--- src/rtl/conv_arbiter_if.sv ---
// Bundle between the two requesters, the arbiter and the shared code converter.
// Latency: none, wires only.
// Backpressure: requesters hold req until their ack. The converter is combinational and never stalls.
interface conv_arbiter_if;
    // requester side
    logic       req0;
    logic       req1;
    logic [1:0] op0;
    logic [1:0] op1;
    logic [3:0] din0;
    logic [3:0] din1;
    logic       ack0;
    logic       ack1;
    logic [3:0] result;
    logic       err;
    logic       busy;

    // converter side
    logic [3:0] dp_din;
    logic       gcon;
    logic       bcon1;
    logic       bcon2;
    logic       xscon;
    logic [3:0] gout;
    logic [3:0] bout1;
    logic [3:0] bout2;
    logic [3:0] xsout;

    // environment view: requesters plus the converter model
    modport master (
        output req0, req1, op0, op1, din0, din1,
        input  ack0, ack1, result, err, busy,
        input  dp_din, gcon, bcon1, bcon2, xscon,
        output gout, bout1, bout2, xsout
    );

    // arbiter view
    modport slave (
        input  req0, req1, op0, op1, din0, din1,
        output ack0, ack1, result, err, busy,
        output dp_din, gcon, bcon1, bcon2, xscon,
        input  gout, bout1, bout2, xsout
    );
endinterface

--- src/rtl/conv_arbiter.sv ---
// Round-robin scheduler sharing one code converter between two requesters; optional range check: CONV_RANGE_CHECK_EN.
// Latency: 3 cycles from the IDLE sampling edge to a one-cycle ack. A range error acks after 1 cycle.
// Backpressure: requesters hold req until ack. The loser waits for the next IDLE, giving 1 job every 4 cycles.
module conv_arbiter (
    input  logic               clk,
    input  logic               rst_n,
    conv_arbiter_if.slave      bus
);

    typedef enum logic [1:0] {
        IDLE   = 2'd0,
        DRIVE  = 2'd1,
        SAMPLE = 2'd2,
        ACK    = 2'd3
    } state_t;

    localparam logic [1:0] OP_B2G  = 2'b00;
    localparam logic [1:0] OP_G2B  = 2'b01;
    localparam logic [1:0] OP_B2XS = 2'b10;
    localparam logic [1:0] OP_XS2B = 2'b11;

    state_t     state;
    state_t     state_nxt;

    // arbitration bookkeeping and the job in flight
    logic       last;
    logic       sel;
    logic [1:0] op_q;
    logic [3:0] din_q;
    logic [3:0] result_q;
`ifdef CONV_RANGE_CHECK_EN
    logic       err_q;
`endif

    // grant-side combinational signals, meaningful only in IDLE
    logic       gnt_vld;
    logic       gnt_id;
    logic [1:0] gnt_op;
    logic [3:0] gnt_din;
    logic       range_err;
    logic [3:0] conv_mux;

    // Round-robin pick: a lone request wins, and a tie goes to the requester not served last.
    always_comb begin
        gnt_vld = bus.req0 | bus.req1;
        if (bus.req0 && bus.req1) begin
            gnt_id = ~last;
        end else begin
            gnt_id = bus.req1;
        end
        gnt_op  = gnt_id ? bus.op1  : bus.op0;
        gnt_din = gnt_id ? bus.din1 : bus.din0;
    end

    // Operand range screen for the xs3 conversions. It is constant 0 when the check is compiled out.
    always_comb begin
        range_err = 1'b0;
`ifdef CONV_RANGE_CHECK_EN
        if (gnt_op == OP_B2XS && gnt_din > 4'd9) begin
            range_err = 1'b1;
        end
        if (gnt_op == OP_XS2B && (gnt_din < 4'd3 || gnt_din > 4'd12)) begin
            range_err = 1'b1;
        end
`endif
    end

    // Select the converter output that matches the latched operation.
    always_comb begin
        conv_mux = 4'd0;
        case (op_q)
            OP_B2G:  conv_mux = bus.gout;
            OP_G2B:  conv_mux = bus.bout1;
            OP_B2XS: conv_mux = bus.xsout;
            OP_XS2B: conv_mux = bus.bout2;
            default: conv_mux = 4'd0;
        endcase
    end

    // State register. A synchronous reset aborts any job in flight.
    always_ff @(posedge clk) begin
        if (!rst_n) begin
            state <= IDLE;
        end else begin
            state <= state_nxt;
        end
    end

    // Next state: DRIVE, SAMPLE and ACK step unconditionally. An errored grant skips straight to ACK.
    always_comb begin
        state_nxt = state;
        case (state)
            IDLE: begin
                if (gnt_vld) begin
                    state_nxt = range_err ? ACK : DRIVE;
                end
            end
            DRIVE:   state_nxt = SAMPLE;
            SAMPLE:  state_nxt = ACK;
            ACK:     state_nxt = IDLE;
            default: state_nxt = IDLE;
        endcase
    end

    // Latch the job on grant and capture the converter result on the SAMPLE to ACK edge.
    always_ff @(posedge clk) begin
        if (!rst_n) begin
            last     <= 1'b1;
            sel      <= 1'b0;
            op_q     <= 2'b00;
            din_q    <= 4'd0;
            result_q <= 4'd0;
`ifdef CONV_RANGE_CHECK_EN
            err_q    <= 1'b0;
`endif
        end else begin
            case (state)
                IDLE: begin
                    if (gnt_vld) begin
                        last     <= gnt_id;
                        sel      <= gnt_id;
                        op_q     <= gnt_op;
                        din_q    <= gnt_din;
                        result_q <= 4'd0;
`ifdef CONV_RANGE_CHECK_EN
                        err_q    <= range_err;
`endif
                    end
                end
                SAMPLE: begin
                    result_q <= conv_mux;
                end
                default: begin
                end
            endcase
        end
    end

    // Outputs: the operand and one enable during DRIVE and SAMPLE, and the ack with its result during ACK.
    always_comb begin
        bus.busy   = (state != IDLE);
        bus.dp_din = 4'd0;
        bus.gcon   = 1'b0;
        bus.bcon1  = 1'b0;
        bus.bcon2  = 1'b0;
        bus.xscon  = 1'b0;
        bus.ack0   = 1'b0;
        bus.ack1   = 1'b0;
        bus.result = 4'd0;
        bus.err    = 1'b0;
        case (state)
            DRIVE, SAMPLE: begin
                bus.dp_din = din_q;
                case (op_q)
                    OP_B2G:  bus.gcon  = 1'b1;
                    OP_G2B:  bus.bcon1 = 1'b1;
                    OP_B2XS: bus.xscon = 1'b1;
                    OP_XS2B: bus.bcon2 = 1'b1;
                    default: begin
                    end
                endcase
            end
            ACK: begin
                bus.ack0   = ~sel;
                bus.ack1   = sel;
                bus.result = result_q;
`ifdef CONV_RANGE_CHECK_EN
                bus.err    = err_q;
`endif
            end
            default: begin
            end
        endcase
    end

endmodule

--- src/flat_wrapper.sv ---
// flat-port wrapper written by rule: the top's interface ports become plain ports
module conv_arbiter_flat 
  (clk, rst_n, bus_req0, bus_req1, bus_op0, bus_op1, bus_din0, bus_din1, bus_ack0, bus_ack1, bus_result, bus_err, bus_busy, bus_dp_din, bus_gcon, bus_bcon1, bus_bcon2, bus_xscon, bus_gout, bus_bout1, bus_bout2, bus_xsout);
  conv_arbiter_if bus_i ();
  input  logic clk;
  input  logic rst_n;
  input wire logic [$bits(bus_i.req0)-1:0] bus_req0;
  input wire logic [$bits(bus_i.req1)-1:0] bus_req1;
  input wire logic [$bits(bus_i.op0)-1:0] bus_op0;
  input wire logic [$bits(bus_i.op1)-1:0] bus_op1;
  input wire logic [$bits(bus_i.din0)-1:0] bus_din0;
  input wire logic [$bits(bus_i.din1)-1:0] bus_din1;
  output wire logic [$bits(bus_i.ack0)-1:0] bus_ack0;
  output wire logic [$bits(bus_i.ack1)-1:0] bus_ack1;
  output wire logic [$bits(bus_i.result)-1:0] bus_result;
  output wire logic [$bits(bus_i.err)-1:0] bus_err;
  output wire logic [$bits(bus_i.busy)-1:0] bus_busy;
  output wire logic [$bits(bus_i.dp_din)-1:0] bus_dp_din;
  output wire logic [$bits(bus_i.gcon)-1:0] bus_gcon;
  output wire logic [$bits(bus_i.bcon1)-1:0] bus_bcon1;
  output wire logic [$bits(bus_i.bcon2)-1:0] bus_bcon2;
  output wire logic [$bits(bus_i.xscon)-1:0] bus_xscon;
  input wire logic [$bits(bus_i.gout)-1:0] bus_gout;
  input wire logic [$bits(bus_i.bout1)-1:0] bus_bout1;
  input wire logic [$bits(bus_i.bout2)-1:0] bus_bout2;
  input wire logic [$bits(bus_i.xsout)-1:0] bus_xsout;
  assign bus_i.req0 = bus_req0;
  assign bus_i.req1 = bus_req1;
  assign bus_i.op0 = bus_op0;
  assign bus_i.op1 = bus_op1;
  assign bus_i.din0 = bus_din0;
  assign bus_i.din1 = bus_din1;
  assign bus_ack0 = bus_i.ack0;
  assign bus_ack1 = bus_i.ack1;
  assign bus_result = bus_i.result;
  assign bus_err = bus_i.err;
  assign bus_busy = bus_i.busy;
  assign bus_dp_din = bus_i.dp_din;
  assign bus_gcon = bus_i.gcon;
  assign bus_bcon1 = bus_i.bcon1;
  assign bus_bcon2 = bus_i.bcon2;
  assign bus_xscon = bus_i.xscon;
  assign bus_i.gout = bus_gout;
  assign bus_i.bout1 = bus_bout1;
  assign bus_i.bout2 = bus_bout2;
  assign bus_i.xsout = bus_xsout;
  conv_arbiter u_core (.clk(clk), .rst_n(rst_n), .bus(bus_i));
endmodule
--- config.mk ---
export PLATFORM = sky130hd
export DESIGN_NAME = conv_arbiter_flat
export DESIGN_NICKNAME = d
export VERILOG_FILES = /design/src/rtl/conv_arbiter_if.sv /design/src/rtl/conv_arbiter.sv /design/src/flat_wrapper.sv
export SDC_FILE = /design/constraint.sdc
export NUM_CORES = 1
export LEC_CHECK = 0
export CAP_MARGIN = 20
export CORE_UTILIZATION = 34
export CTS_CLUSTER_SIZE = 12
export DETAILED_ROUTE_END_ITERATION = 8
export GPL_ROUTABILITY_DRIVEN = 1
export PLACE_DENSITY = 0.85
export SYNTH_ARGS = -nofsm -noshare
export SYNTH_HDL_FRONTEND = slang
export SYNTH_SLANG_ARGS = --single-unit
--- constraint.sdc ---
create_clock -name clk -period 1.2 [get_ports clk]
set_input_delay 0.24 -clock clk [delete_from_list [all_inputs] [get_ports clk]]
set_output_delay 0.24 -clock clk [all_outputs]
set_load 0.1 [all_outputs]
==> metrics.txt, run 1 <==
# TYPE chip_impl_metric gauge
chip_impl_info{name="run_status",value="finished with violations"} 1
chip_impl_info{name="failing_checks",value="setup timing"} 1
chip_impl_metric{name="first_global_vias",unit=""} 1042
chip_impl_metric{name="cts-htree-levels",unit=""} 1
chip_impl_info{name="rsz0062_at_grt",value="yes"} 1
chip_impl_metric{name="vias_per_cell",unit=""} 5.14
chip_impl_metric{name="yosys_warnings",unit=""} 0
chip_impl_metric{name="synth_top_area_share",unit="%"} 32.8
chip_impl_metric{name="ys_seq_elements",unit=""} 14
chip_impl_metric{name="cp_max_fo",unit=""} 6
chip_impl_metric{name="max_cap_viol_count",unit=""} 0
chip_impl_metric{name="insertedDiodeCount",unit=""} 0
chip_impl_metric{name="detail_route.first_pass.iterations",unit=""} 4
chip_impl_metric{name="worstRegToRegCells",unit=""} 6
chip_impl_metric{name="place.gp.congestion",unit=""} 0.788
chip_impl_metric{name="vdd_drop_max",unit="µV"} 1800
chip_impl_metric{name="avgRoutedWirePerCell",unit="µm"} 15.2
chip_impl_metric{name="report.final.setup_viol",unit=""} 24
chip_impl_metric{name="grt_pass1_wl",unit="mm"} 4.51
chip_impl_metric{name="cellLeakagePower",unit="nW"} 0.733
chip_impl_metric{name="initialDrtViolationCount",unit=""} 7
chip_impl_metric{name="floorplan.die.width",unit="µm"} 52.1
chip_impl_metric{name="clock_skew",unit="ns"} 0.00646
chip_impl_metric{name="numPortBuffers",unit=""} 46
chip_impl_metric{name="postSynthAreaPerCell",unit="µm²"} 9.28
chip_impl_info{name="hold_path.class",value="reg2reg"} 1
chip_impl_metric{name="place_hpwl",unit="mm"} 2.07
chip_impl_metric{name="worstPathArrival",unit="ns"} 1.41
chip_impl_metric{name="synth.distinct_cells",unit=""} 30
chip_impl_metric{name="stdcell_count",unit=""} 185
chip_impl_info{name="cts.root.buffer_cell",value="clkbuf_4"} 1
chip_impl_metric{name="clk-insertion-delay-late",unit="ns"} 0.29
chip_impl_metric{name="core_area",unit="µm²"} 2300
chip_impl_metric{name="synth_async_sr_flop_share",unit="%"} 0
chip_impl_metric{name="required",unit="ns"} 0.96
chip_impl_metric{name="area_growth",unit="%"} 111
chip_impl_metric{name="r2r_slack",unit="ns"} -0.18
chip_impl_metric{name="total_power_consumption_of_the_routed_design",unit="mW"} 4.54
chip_impl_info{name="crit-reg2reg-launch",value="u_core.state[1]"} 1
chip_impl_metric{name="dieHeight",unit="µm"} 52.1
chip_impl_metric{name="overflow",unit=""} 0
chip_impl_metric{name="cts.reportedPaths.clkPinSlew",unit="ns"} 0.09
chip_impl_metric{name="tritoncts_num_sinks",unit=""} 14
chip_impl_info{name="worstSetupEndpoint",value="bus_gcon"} 1
chip_impl_metric{name="synthesis.nets",unit=""} 128
chip_impl_metric{name="start_util",unit="%"} 37.1
chip_impl_metric{name="drt-total-wl",unit="mm"} 2.80
chip_impl_info{name="worst_setup_sp_type",value="flip-flop"} 1
chip_impl_metric{name="post_cts_hold_buffer_count",unit=""} 0
chip_impl_metric{name="boundaryPins",unit=""} 48
chip_impl_metric{name="finalCritPeriodShare",unit="%"} 137
chip_impl_metric{name="report.final.slew_viol_count",unit=""} 0
chip_impl_metric{name="final_nets",unit=""} 195
chip_impl_info{name="synthFlopType",value="dfxtp_1"} 1
chip_impl_metric{name="layout_min_cycle_time",unit="ns"} 1.65
chip_impl_metric{name="number_of_antenna_violations_at_the_first_check_in_global_routing",unit=""} 0
chip_impl_info{name="critPathCaptureType",value="output port"} 1
chip_impl_metric{name="cts-buffers-inserted",unit=""} 3
chip_impl_metric{name="setup-tns-final",unit="ns"} -6.32
chip_impl_metric{name="report.final.hold_viol_count",unit=""} 0
chip_impl_info{name="cp-startpoint",value="u_core.state[0]"} 1
chip_impl_metric{name="routed-via-count",unit=""} 951
chip_impl_info{name="r2r_end",value="u_core.state[0]"} 1
chip_impl_info{name="top_layer",value="met4"} 1
chip_impl_metric{name="placed_instances",unit=""} 176
chip_impl_metric{name="power_density",unit="nW/µm²"} 2520
chip_impl_info{name="synthTopCellsByArea",value="dfxtp_1 33%, mux4_2 11%, mux2i_1 8.2%"} 1
chip_impl_metric{name="drtAntennaViolNets",unit=""} 0
chip_impl_metric{name="synth_cells",unit=""} 92
chip_impl_metric{name="cts.path.max_buffers",unit=""} 2
chip_impl_metric{name="drc_errors",unit=""} 0
chip_impl_metric{name="syn-cell-area",unit="µm²"} 853
chip_impl_metric{name="timing.fmax",unit="GHz"} 0.607
chip_impl_info{name="timing_worst_setup_path_type",value="reg2out"} 1
chip_impl_metric{name="dr_wl_met3",unit="µm"} 86
chip_impl_info{name="cts_tree",value="yes"} 1
chip_impl_metric{name="synth_enable_flop_cells",unit=""} 0
chip_impl_info{name="synthDominantAreaCellType",value="dfxtp_1"} 1
chip_impl_metric{name="met1_wirelength",unit="mm"} 1.08
chip_impl_metric{name="grt_util_all_layers",unit="%"} 23.2
chip_impl_metric{name="rows",unit=""} 17
chip_impl_metric{name="pin_count_of_the_biggest_net_entering_global_routing",unit=""} 9
chip_impl_metric{name="synth.yosys.seq_area_share",unit="%"} 32.8
chip_impl_metric{name="drive_gt1_share",unit="%"} 49.7
chip_impl_metric{name="timing.final.ws_setup",unit="ns"} -0.447
chip_impl_metric{name="n_fill_cell",unit=""} 124
chip_impl_metric{name="fp.dieArea",unit="µm²"} 2710
chip_impl_metric{name="routed-wl-met2",unit="mm"} 1.54
chip_impl_info{name="holdCritStartpoint",value="u_core.result_q[3]"} 1
[layout by cell type (no fill, tap or decap), types with 5 or more instances in the layout]
master           count
clkdlybuf4s50_1     29
buf_12              16
buf_4               14
dfxtp_1             11
and2_4               8
mux2i_1              7
nand2_1              6
buf_6                6
o21ai_2              5
a21oi_1              5
[timing repair]
item | in CTS | in global routing
gates resized for setup | 19 | 9
pin swaps | 8 | 6
setup endpoints to repair | 27 | 28
cloned | 0 | 0
setup buffers | 6 | 2
[per-layer routing]
| layer | track usage, % | up-vias |
|---|---|---|
| met3 | 3.80 | 10 |
| met2 | 42.7 | 27 |
| met1 | 23.4 | 462 |
| met4 | 15.8 | 0 |
| li1 | - | 452 |
| met5 | 0 | - |
[metrics by stage]
| step | area [µm²] | worst slack (ns) | hold slack, ns | utilization (%) |
|---|---|---|---|---|
| detailed placement | 1660 | -0.443 | 0.485 | 72.4 |
| finish | 1800 | -0.447 | 0.499 | 78.5 |
| global placement | 1660 | -0.323 | 0.460 | 72.4 |
| global route | 1800 | -0.493 | 0.522 | 78.5 |
| CTS | 1780 | -0.434 | 0.500 | 77.5 |
| floorplan | 925 | -0.548 | 0.393 | - |
[where the power goes]
group          switching, mW  internal [mW]  total [mW]
Clock                  0.161          0.117       0.278
Sequential             0.170          0.622       0.793
Combinational           1.84           1.63        3.47
Total                   2.17           2.37        4.54
[flip-flops by register name, summed over array words and instances (netlist names)]
signal and count:
u_core.din_q 4, u_core.result_q 4, u_core.op_q 2, u_core.state 2, u_core.last 1, u_core.sel 1
[cell usage after synthesis (3+ instances only)]
| library cell | number |
|---|---|
| o21ai_0 | 3 |
| inv_1 | 4 |
| dfxtp_1 | 14 |
| and2_1 | 9 |
| o22ai_1 | 4 |
| mux4_2 | 4 |
| o21ai_1 | 4 |
| ha_1 | 4 |
| nor2_1 | 3 |
| mux2i_1 | 7 |
| a21oi_1 | 7 |
| nand2_1 | 7 |
[worst max-delay path: stages, from the launching register on]
cell and delay (ns):
dfxtp_2 0.35, inv_2 0.05, ha_4 0.30, nor3b_4 0.22, buf_12 0.20
[how the worst min path moves through the flow]
| stage | endpoint | slack, ns | depth (start not counted) |
|---|---|---|---|
| after floorplan | u_core.sel | 0.39 | 1 |
| after global placement | u_core.result_q[0] | 0.46 | 2 |
| after detailed placement | u_core.result_q[1] | 0.49 | 2 |
| after CTS | u_core.result_q[1] | 0.50 | 2 |
| after global routing | u_core.result_q[3] | 0.52 | 2 |
| final | u_core.result_q[3] | 0.50 | 2 |
[final cells by class]
type                    instances  area [µm²]  area share, %
repair buffers                 67         801           44.4
multi-input cells              66         632           35.0
flip-flops and latches         14         284           15.7
well taps                      28        35.0           1.94
inverters                       7        30.0           1.66
clock buffers                   3        22.5           1.25
[cell families (layout without fill, tap and decap cells)]
group,count (synthesis),count (layout),synth area share [%]
simple gates,28,28,18.9
compound gates,22,22,16.3
flops,14,14,32.8
buf+inv,12,77,6.89
mux,11,11,18.8
fa+ha+maj,4,4,5.87
other cells,1,1,0.439
Note: power is estimated with default switching activity, not from simulation.
==> run 2: changes to the inputs <==
--- a/config.mk
+++ b/config.mk
@@ -6,7 +6,9 @@
 export NUM_CORES = 1
 export LEC_CHECK = 0
 export CAP_MARGIN = 20
-export CORE_UTILIZATION = 34
+export CELL_PAD_IN_SITES_DETAIL_PLACEMENT = 1
+export CELL_PAD_IN_SITES_GLOBAL_PLACEMENT = 1
+export CORE_UTILIZATION = 24
 export CTS_CLUSTER_SIZE = 12
 export DETAILED_ROUTE_END_ITERATION = 8
 export GPL_ROUTABILITY_DRIVEN = 1
==> run 2 against run 1 <==
Net effect: the run still ends with setup timing left; sequential power about the same; total power increased by 4.5%; final cell count increased by 9.7%; cell area increased by 3.6%; highest routed layer unchanged.
==> metrics.txt, run 2 (same netlist as run 1, synthesis figures left out) <==
# TYPE chip_impl_metric gauge
chip_impl_metric{name="detail_route.first_pass.iterations",unit=""} 4
chip_impl_metric{name="tritoncts_num_sinks",unit=""} 14
chip_impl_metric{name="worstPathArrival",unit="ns"} 1.46
chip_impl_metric{name="avgRoutedWirePerCell",unit="µm"} 15.4
chip_impl_metric{name="drt-total-wl",unit="mm"} 3.14
chip_impl_metric{name="report.final.slew_viol_count",unit=""} 0
chip_impl_info{name="critPathCaptureType",value="output port"} 1
chip_impl_info{name="rsz0062_at_grt",value="yes"} 1
chip_impl_info{name="worstSetupEndpoint",value="bus_gcon"} 1
chip_impl_metric{name="place.gp.congestion",unit=""} 0.696
chip_impl_info{name="r2r_end",value="u_core.result_q[3]"} 1
chip_impl_metric{name="cp_max_fo",unit=""} 6
chip_impl_metric{name="pre_cts_slack",unit="ns"} -0.466
chip_impl_metric{name="report.final.setup_viol",unit=""} 28
chip_impl_metric{name="timing.fmax",unit="GHz"} 0.587
chip_impl_metric{name="insertedDiodeCount",unit=""} 0
chip_impl_metric{name="report.final.hold_viol_count",unit=""} 0
chip_impl_metric{name="boundaryPins",unit=""} 48
chip_impl_metric{name="routed-via-count",unit=""} 917
chip_impl_metric{name="max_cap_viol_count",unit=""} 0
chip_impl_info{name="most-common-layout-cells",value="29 x clkdlybuf4s50_1, 15 x buf_12, 13 x buf_4"} 1
chip_impl_metric{name="floorplan.die.width",unit="µm"} 61.6
chip_impl_metric{name="dieHeight",unit="µm"} 61.6
chip_impl_metric{name="cellLeakagePower",unit="nW"} 0.742
chip_impl_metric{name="number_of_antenna_violations_at_the_first_check_in_global_routing",unit=""} 0
chip_impl_info{name="failing_checks",value="setup timing"} 1
chip_impl_metric{name="drive_gt1_share",unit="%"} 51.6
chip_impl_metric{name="numPortBuffers",unit=""} 46
chip_impl_metric{name="area_growth",unit="%"} 119
chip_impl_info{name="cts_tree",value="yes"} 1
chip_impl_metric{name="post_cts_hold_buffer_count",unit=""} 0
chip_impl_info{name="cts.root.buffer_cell",value="clkbuf_4"} 1
chip_impl_metric{name="drtAntennaViolNets",unit=""} 0
chip_impl_metric{name="clk-insertion-delay-late",unit="ns"} 0.30
chip_impl_metric{name="clock_skew",unit="ns"} 0.00282
chip_impl_metric{name="place_hpwl",unit="mm"} 2.31
chip_impl_metric{name="overflow",unit=""} 0
chip_impl_info{name="worst_setup_sp_type",value="flip-flop"} 1
chip_impl_metric{name="timing.final.ws_setup",unit="ns"} -0.503
chip_impl_info{name="hold_path.class",value="reg2reg"} 1
chip_impl_metric{name="setup-tns-final",unit="ns"} -8.32
chip_impl_metric{name="worst_hold_path.num_cells",unit=""} 2
chip_impl_metric{name="start_util",unit="%"} 25.4
chip_impl_metric{name="power_density",unit="nW/µm²"} 2540
chip_impl_metric{name="cts.reportedPaths.clkPinSlew",unit="ns"} 0.09
chip_impl_metric{name="finalCritPeriodShare",unit="%"} 142
chip_impl_metric{name="cts-buffers-inserted",unit=""} 3
chip_impl_metric{name="worstRegToRegCells",unit=""} 6
chip_impl_metric{name="rows",unit=""} 21
chip_impl_metric{name="fp.dieArea",unit="µm²"} 3800
chip_impl_info{name="largestRegisters",value="u_core.din_q: 4 flops, u_core.result_q: 4 flops"} 1
chip_impl_metric{name="utilization",unit="%"} 55.6
chip_impl_metric{name="vdd_drop_max",unit="µV"} 1110
chip_impl_info{name="commonest_non_fill_non_tap_cell_in_the_layout",value="clkdlybuf4s50_1"} 1
chip_impl_metric{name="first_global_vias",unit=""} 1050
chip_impl_info{name="crit-reg2reg-launch",value="u_core.state[1]"} 1
chip_impl_metric{name="required",unit="ns"} 0.96
chip_impl_metric{name="final_nets",unit=""} 194
chip_impl_metric{name="initialDrtViolationCount",unit=""} 4
chip_impl_metric{name="r2r_slack",unit="ns"} -0.25
chip_impl_info{name="cp_cell_sequence",value="inv_2 > ha_4 > nor3b_4 > buf_12"} 1
chip_impl_info{name="run_status",value="finished with violations"} 1
chip_impl_metric{name="vias_per_cell",unit=""} 4.52
chip_impl_metric{name="grt_pass1_wl",unit="mm"} 4.91
chip_impl_info{name="crit_slowest_cell",value="dfxtp_2"} 1
chip_impl_metric{name="pin_count_of_the_biggest_net_entering_global_routing",unit=""} 11
chip_impl_metric{name="crit_path_largest_cell_delay",unit="ns"} 0.35
chip_impl_metric{name="grt_util_all_layers",unit="%"} 18.5
chip_impl_metric{name="drc_errors",unit=""} 0
chip_impl_metric{name="cts.path.max_buffers",unit=""} 2
chip_impl_info{name="timing_worst_setup_path_type",value="reg2out"} 1
chip_impl_metric{name="cts-htree-levels",unit=""} 1
chip_impl_info{name="cp-startpoint",value="u_core.state[1]"} 1
chip_impl_metric{name="layout_min_cycle_time",unit="ns"} 1.70
chip_impl_metric{name="core_area",unit="µm²"} 3360
-- run 2: timing repair --
item / 4_1_cts / 5_1_grt
endpoints found under the setup margin: 27 / 29
buffers inserted: 6 / 2
pin swaps: 7 / 10
resized for setup: 27 / 10
cloned: 1 / 0
-- run 2: report_power, final --
group / switching, mW / total [mW] / internal, mW
Combinational: 1.93 / 3.60 / 1.67
Clock: 0.177 / 0.362 / 0.185
Sequential: 0.168 / 0.790 / 0.622
-- run 2: how the worst min path moves through the flow --
stage | to | from
2_1_floorplan | u_core.sel | rst_n
3_3_place_gp | u_core.result_q[0] | u_core.result_q[0]
3_5_place_dp | u_core.result_q[0] | u_core.result_q[0]
4_1_cts | u_core.result_q[0] | u_core.result_q[0]
5_1_grt | u_core.result_q[0] | u_core.result_q[0]
6_report | u_core.result_q[0] | u_core.result_q[0]
-- run 2: area by class of cell --
cell class | instances | area, µm²
Tap cell | 46 | 57.6
Sequential cell | 14 | 284
Fill cell | 384 | 1490
Inverter | 7 | 30.0
Timing Repair Buffer | 66 | 788
Clock buffer | 4 | 36.3
Multi-Input combinational cell | 66 | 673
-- run 2: stage by stage --
stage                     std cells  power, mW  instance area [µm²]  hold WS [ns]
final                           203       4.75                 1870         0.492
after global routing            203       4.98                 1870         0.509
after CTS                       201       4.56                 1810         0.495
after detailed placement        190       3.74                 1640         0.482
after global placement          190       3.63                 1640         0.460
after floorplan                  92       2.64                  925         0.393
-- run 2: metal layers --
layer  vias to the layer above  wire length [µm]  part of all wire [%]  global-route usage, %
met1                       441              1110                    35                   17.9
met5                         -                 0                     0                      0
met2                        26              1870                    60                   37.9
li1                        445                 -                     -                      -
met3                         5               118                   3.8                   4.20
met4                         0                36                   1.1                   5.71
-- run 2: critical path: cells and delay by family (launching register included) --
kind | cells | cell delay (ns)
buffers and inverters | 2 | 0.26
flip-flops | 1 | 0.35
AND/OR/NAND/NOR | 1 | 0.24
adder cells (fa/ha/maj) | 1 | 0.31
==> run 3: changes to the inputs <==
--- a/config.mk
+++ b/config.mk
@@ -5,13 +5,14 @@
 export SDC_FILE = /design/constraint.sdc
 export NUM_CORES = 1
 export LEC_CHECK = 0
-export CAP_MARGIN = 20
 export CELL_PAD_IN_SITES_DETAIL_PLACEMENT = 1
 export CELL_PAD_IN_SITES_GLOBAL_PLACEMENT = 1
+export CORE_MARGIN = 1
 export CORE_UTILIZATION = 24
 export CTS_CLUSTER_SIZE = 12
 export DETAILED_ROUTE_END_ITERATION = 8
 export GPL_ROUTABILITY_DRIVEN = 1
+export MAX_ROUTING_LAYER = met4
 export PLACE_DENSITY = 0.85
 export SYNTH_ARGS = -nofsm -noshare
 export SYNTH_HDL_FRONTEND = slang
==> run 3 against run 2 <==
Net effect: the run still ends with setup timing left; hold slack hardly changed; highest routed layer unchanged; sequential power barely moved; critical endpoint unchanged; clock power hardly changed; clock-buffer cell count unchanged; fmax did not move.
==> metrics.txt, run 3 (same netlist as run 1, synthesis figures left out) <==
# TYPE chip_impl_metric gauge
chip_impl_metric{name="place_hpwl",unit="mm"} 2.31
chip_impl_metric{name="drc_errors",unit=""} 0
chip_impl_info{name="run_status",value="finished with violations"} 1
chip_impl_metric{name="numPortBuffers",unit=""} 46
chip_impl_metric{name="vias_per_cell",unit=""} 4.52
chip_impl_metric{name="final_nets",unit=""} 194
chip_impl_info{name="commonest_non_fill_non_tap_cell_in_the_layout",value="clkdlybuf4s50_1"} 1
chip_impl_metric{name="first_global_vias",unit=""} 1050
chip_impl_metric{name="floorplan.die.width",unit="µm"} 61.6
chip_impl_metric{name="setup-tns-final",unit="ns"} -8.32
chip_impl_metric{name="grt_pass1_wl",unit="mm"} 4.92
chip_impl_metric{name="number_of_antenna_violations_at_the_first_check_in_global_routing",unit=""} 0
chip_impl_metric{name="cts.reportedPaths.clkPinSlew",unit="ns"} 0.09
chip_impl_metric{name="grt_util_all_layers",unit="%"} 19.1
chip_impl_metric{name="dieHeight",unit="µm"} 61.6
chip_impl_info{name="most-common-layout-cells",value="29 x clkdlybuf4s50_1, 15 x buf_12, 13 x buf_4"} 1
chip_impl_metric{name="crit_path_largest_cell_delay",unit="ns"} 0.35
chip_impl_metric{name="overflow",unit=""} 0
chip_impl_metric{name="buffers_and_inverters_on_the_worst_path",unit=""} 2
chip_impl_metric{name="cellLeakagePower",unit="nW"} 0.742
chip_impl_info{name="failing_checks",value="setup timing"} 1
chip_impl_metric{name="place.gp.congestion",unit=""} 0.703
chip_impl_metric{name="routed-via-count",unit=""} 917
chip_impl_metric{name="vdd_drop_max",unit="µV"} 1110
chip_impl_metric{name="detail_route.first_pass.iterations",unit=""} 4
chip_impl_info{name="largestRegisters",value="u_core.din_q: 4 flops, u_core.result_q: 4 flops"} 1
chip_impl_info{name="cts_tree",value="yes"} 1
chip_impl_info{name="rsz0062_at_grt",value="yes"} 1
chip_impl_metric{name="start_util",unit="%"} 25.4
chip_impl_metric{name="worstPathArrival",unit="ns"} 1.46
chip_impl_metric{name="timing.final.ws_setup",unit="ns"} -0.503
chip_impl_metric{name="cts-buffers-inserted",unit=""} 3
chip_impl_metric{name="cts-htree-levels",unit=""} 1
chip_impl_metric{name="required",unit="ns"} 0.96
chip_impl_metric{name="initialDrtViolationCount",unit=""} 4
chip_impl_metric{name="insertedDiodeCount",unit=""} 0
chip_impl_info{name="cp_cell_sequence",value="inv_2 > ha_4 > nor3b_4 > buf_12"} 1
chip_impl_info{name="critPathCaptureType",value="output port"} 1
chip_impl_metric{name="clk-insertion-delay-late",unit="ns"} 0.30
chip_impl_metric{name="power_density",unit="nW/µm²"} 2540
chip_impl_metric{name="tritoncts_num_sinks",unit=""} 14
chip_impl_metric{name="report.final.hold_viol_count",unit=""} 0
chip_impl_metric{name="pre_cts_slack",unit="ns"} -0.466
chip_impl_metric{name="core_area",unit="µm²"} 3360
chip_impl_info{name="hold_path.class",value="reg2reg"} 1
chip_impl_metric{name="max_cap_viol_count",unit=""} 0
chip_impl_metric{name="drt-total-wl",unit="mm"} 3.13
chip_impl_metric{name="area_growth",unit="%"} 119
chip_impl_metric{name="final_design_area_no_fill",unit="µm²"} 1870
chip_impl_metric{name="report.final.slew_viol_count",unit=""} 0
chip_impl_metric{name="cp_max_fo",unit=""} 6
chip_impl_info{name="cts.root.buffer_cell",value="clkbuf_4"} 1
chip_impl_info{name="crit_slowest_cell",value="dfxtp_2"} 1
chip_impl_metric{name="post_place_instance_area",unit="µm²"} 1640
chip_impl_metric{name="pin_count_of_the_biggest_net_entering_global_routing",unit=""} 11
chip_impl_metric{name="drtAntennaViolNets",unit=""} 0
chip_impl_metric{name="n_fill_cell",unit=""} 384
chip_impl_info{name="timing_worst_setup_path_type",value="reg2out"} 1
chip_impl_metric{name="finalCritPeriodShare",unit="%"} 142
chip_impl_metric{name="report.final.setup_viol",unit=""} 28
chip_impl_metric{name="fp.dieArea",unit="µm²"} 3800
chip_impl_metric{name="boundaryPins",unit=""} 48
chip_impl_metric{name="clock_skew",unit="ns"} 0.00282
chip_impl_metric{name="avgRoutedWirePerCell",unit="µm"} 15.4
chip_impl_metric{name="register_area",unit="µm²"} 284
chip_impl_metric{name="layout_min_cycle_time",unit="ns"} 1.70
chip_impl_metric{name="drive_gt1_share",unit="%"} 51.6
chip_impl_metric{name="multi_input_area",unit="µm²"} 673
chip_impl_info{name="worst_setup_sp_type",value="flip-flop"} 1
chip_impl_metric{name="timing.fmax",unit="GHz"} 0.587
chip_impl_metric{name="cts.path.max_buffers",unit=""} 2
chip_impl_info{name="path_delay_family",value="flip-flops"} 1
chip_impl_metric{name="rows",unit=""} 21
run 3: routing by layer:
metal	vias to the layer above	routed length (µm)	GRT usage (%)	share of wire [%]
met2	26	1870	37.9	60
met1	441	1110	18.0	35
met4	0	36	5.71	1.1
met3	5	116	3.99	3.7
met5	-	0	-	0
li1	445	-	-	-
run 3: path summary, 6_finish.rpt:
check / startpoint / endpoint / slack, ns / depth (start not counted)
worst max-delay path: u_core.state[1] / bus_gcon / -0.50 / 4
worst min-delay path: u_core.result_q[0] / u_core.result_q[0] / 0.49 / 2
worst max register to register: u_core.state[1] / u_core.result_q[3] / -0.25 / 6
worst min register to register: u_core.result_q[0] / u_core.result_q[0] / 0.49 / 2
run 3: where the power goes:
| part | switching (mW) | internal [mW] |
|---|---|---|
| clock | 0.177 | 0.185 |
| sequential | 0.168 | 0.622 |
| combinational | 1.93 | 1.67 |
run 3: metrics by stage:
| stage | power, mW | util [%] | cells | hold slack, ns |
|---|---|---|---|---|
| floorplan | 2.64 | - | 92 | 0.393 |
| detailed placement | 3.74 | 48.8 | 190 | 0.482 |
| finish | 4.75 | 55.6 | 203 | 0.492 |
| global route | 4.98 | 55.6 | 203 | 0.509 |
| global placement | 3.63 | 48.8 | 190 | 0.460 |
| CTS | 4.56 | 53.7 | 201 | 0.495 |
run 3: cell type report:
cell class              instances  share of cell area [%]
repair buffers                 66                    42.2
multi-input cells              66                    36.0
flip-flops and latches         14                    15.2
well taps                      46                    3.08
clock buffers                   4                    1.94
inverters                       7                    1.61
run 3: repair_timing:
| item | 4_1_cts | 5_1_grt |
|---|---|---|
| pin swaps | 7 | 10 |
| hold buffers | 0 | 0 |
| cloned | 1 | 0 |
| endpoints found under the setup margin | 27 | 29 |
| buffers inserted | 6 | 2 |
| resized for setup | 27 | 10 |
run 3: worst reg2reg max path, delay by kind of cell (launching register included):
kind            cells  cell delay (ns)
simple gates        2             0.53
flops               1             0.34
buf+inv             2             0.19
fa+ha+maj           1             0.16
compound gates      1             0.11
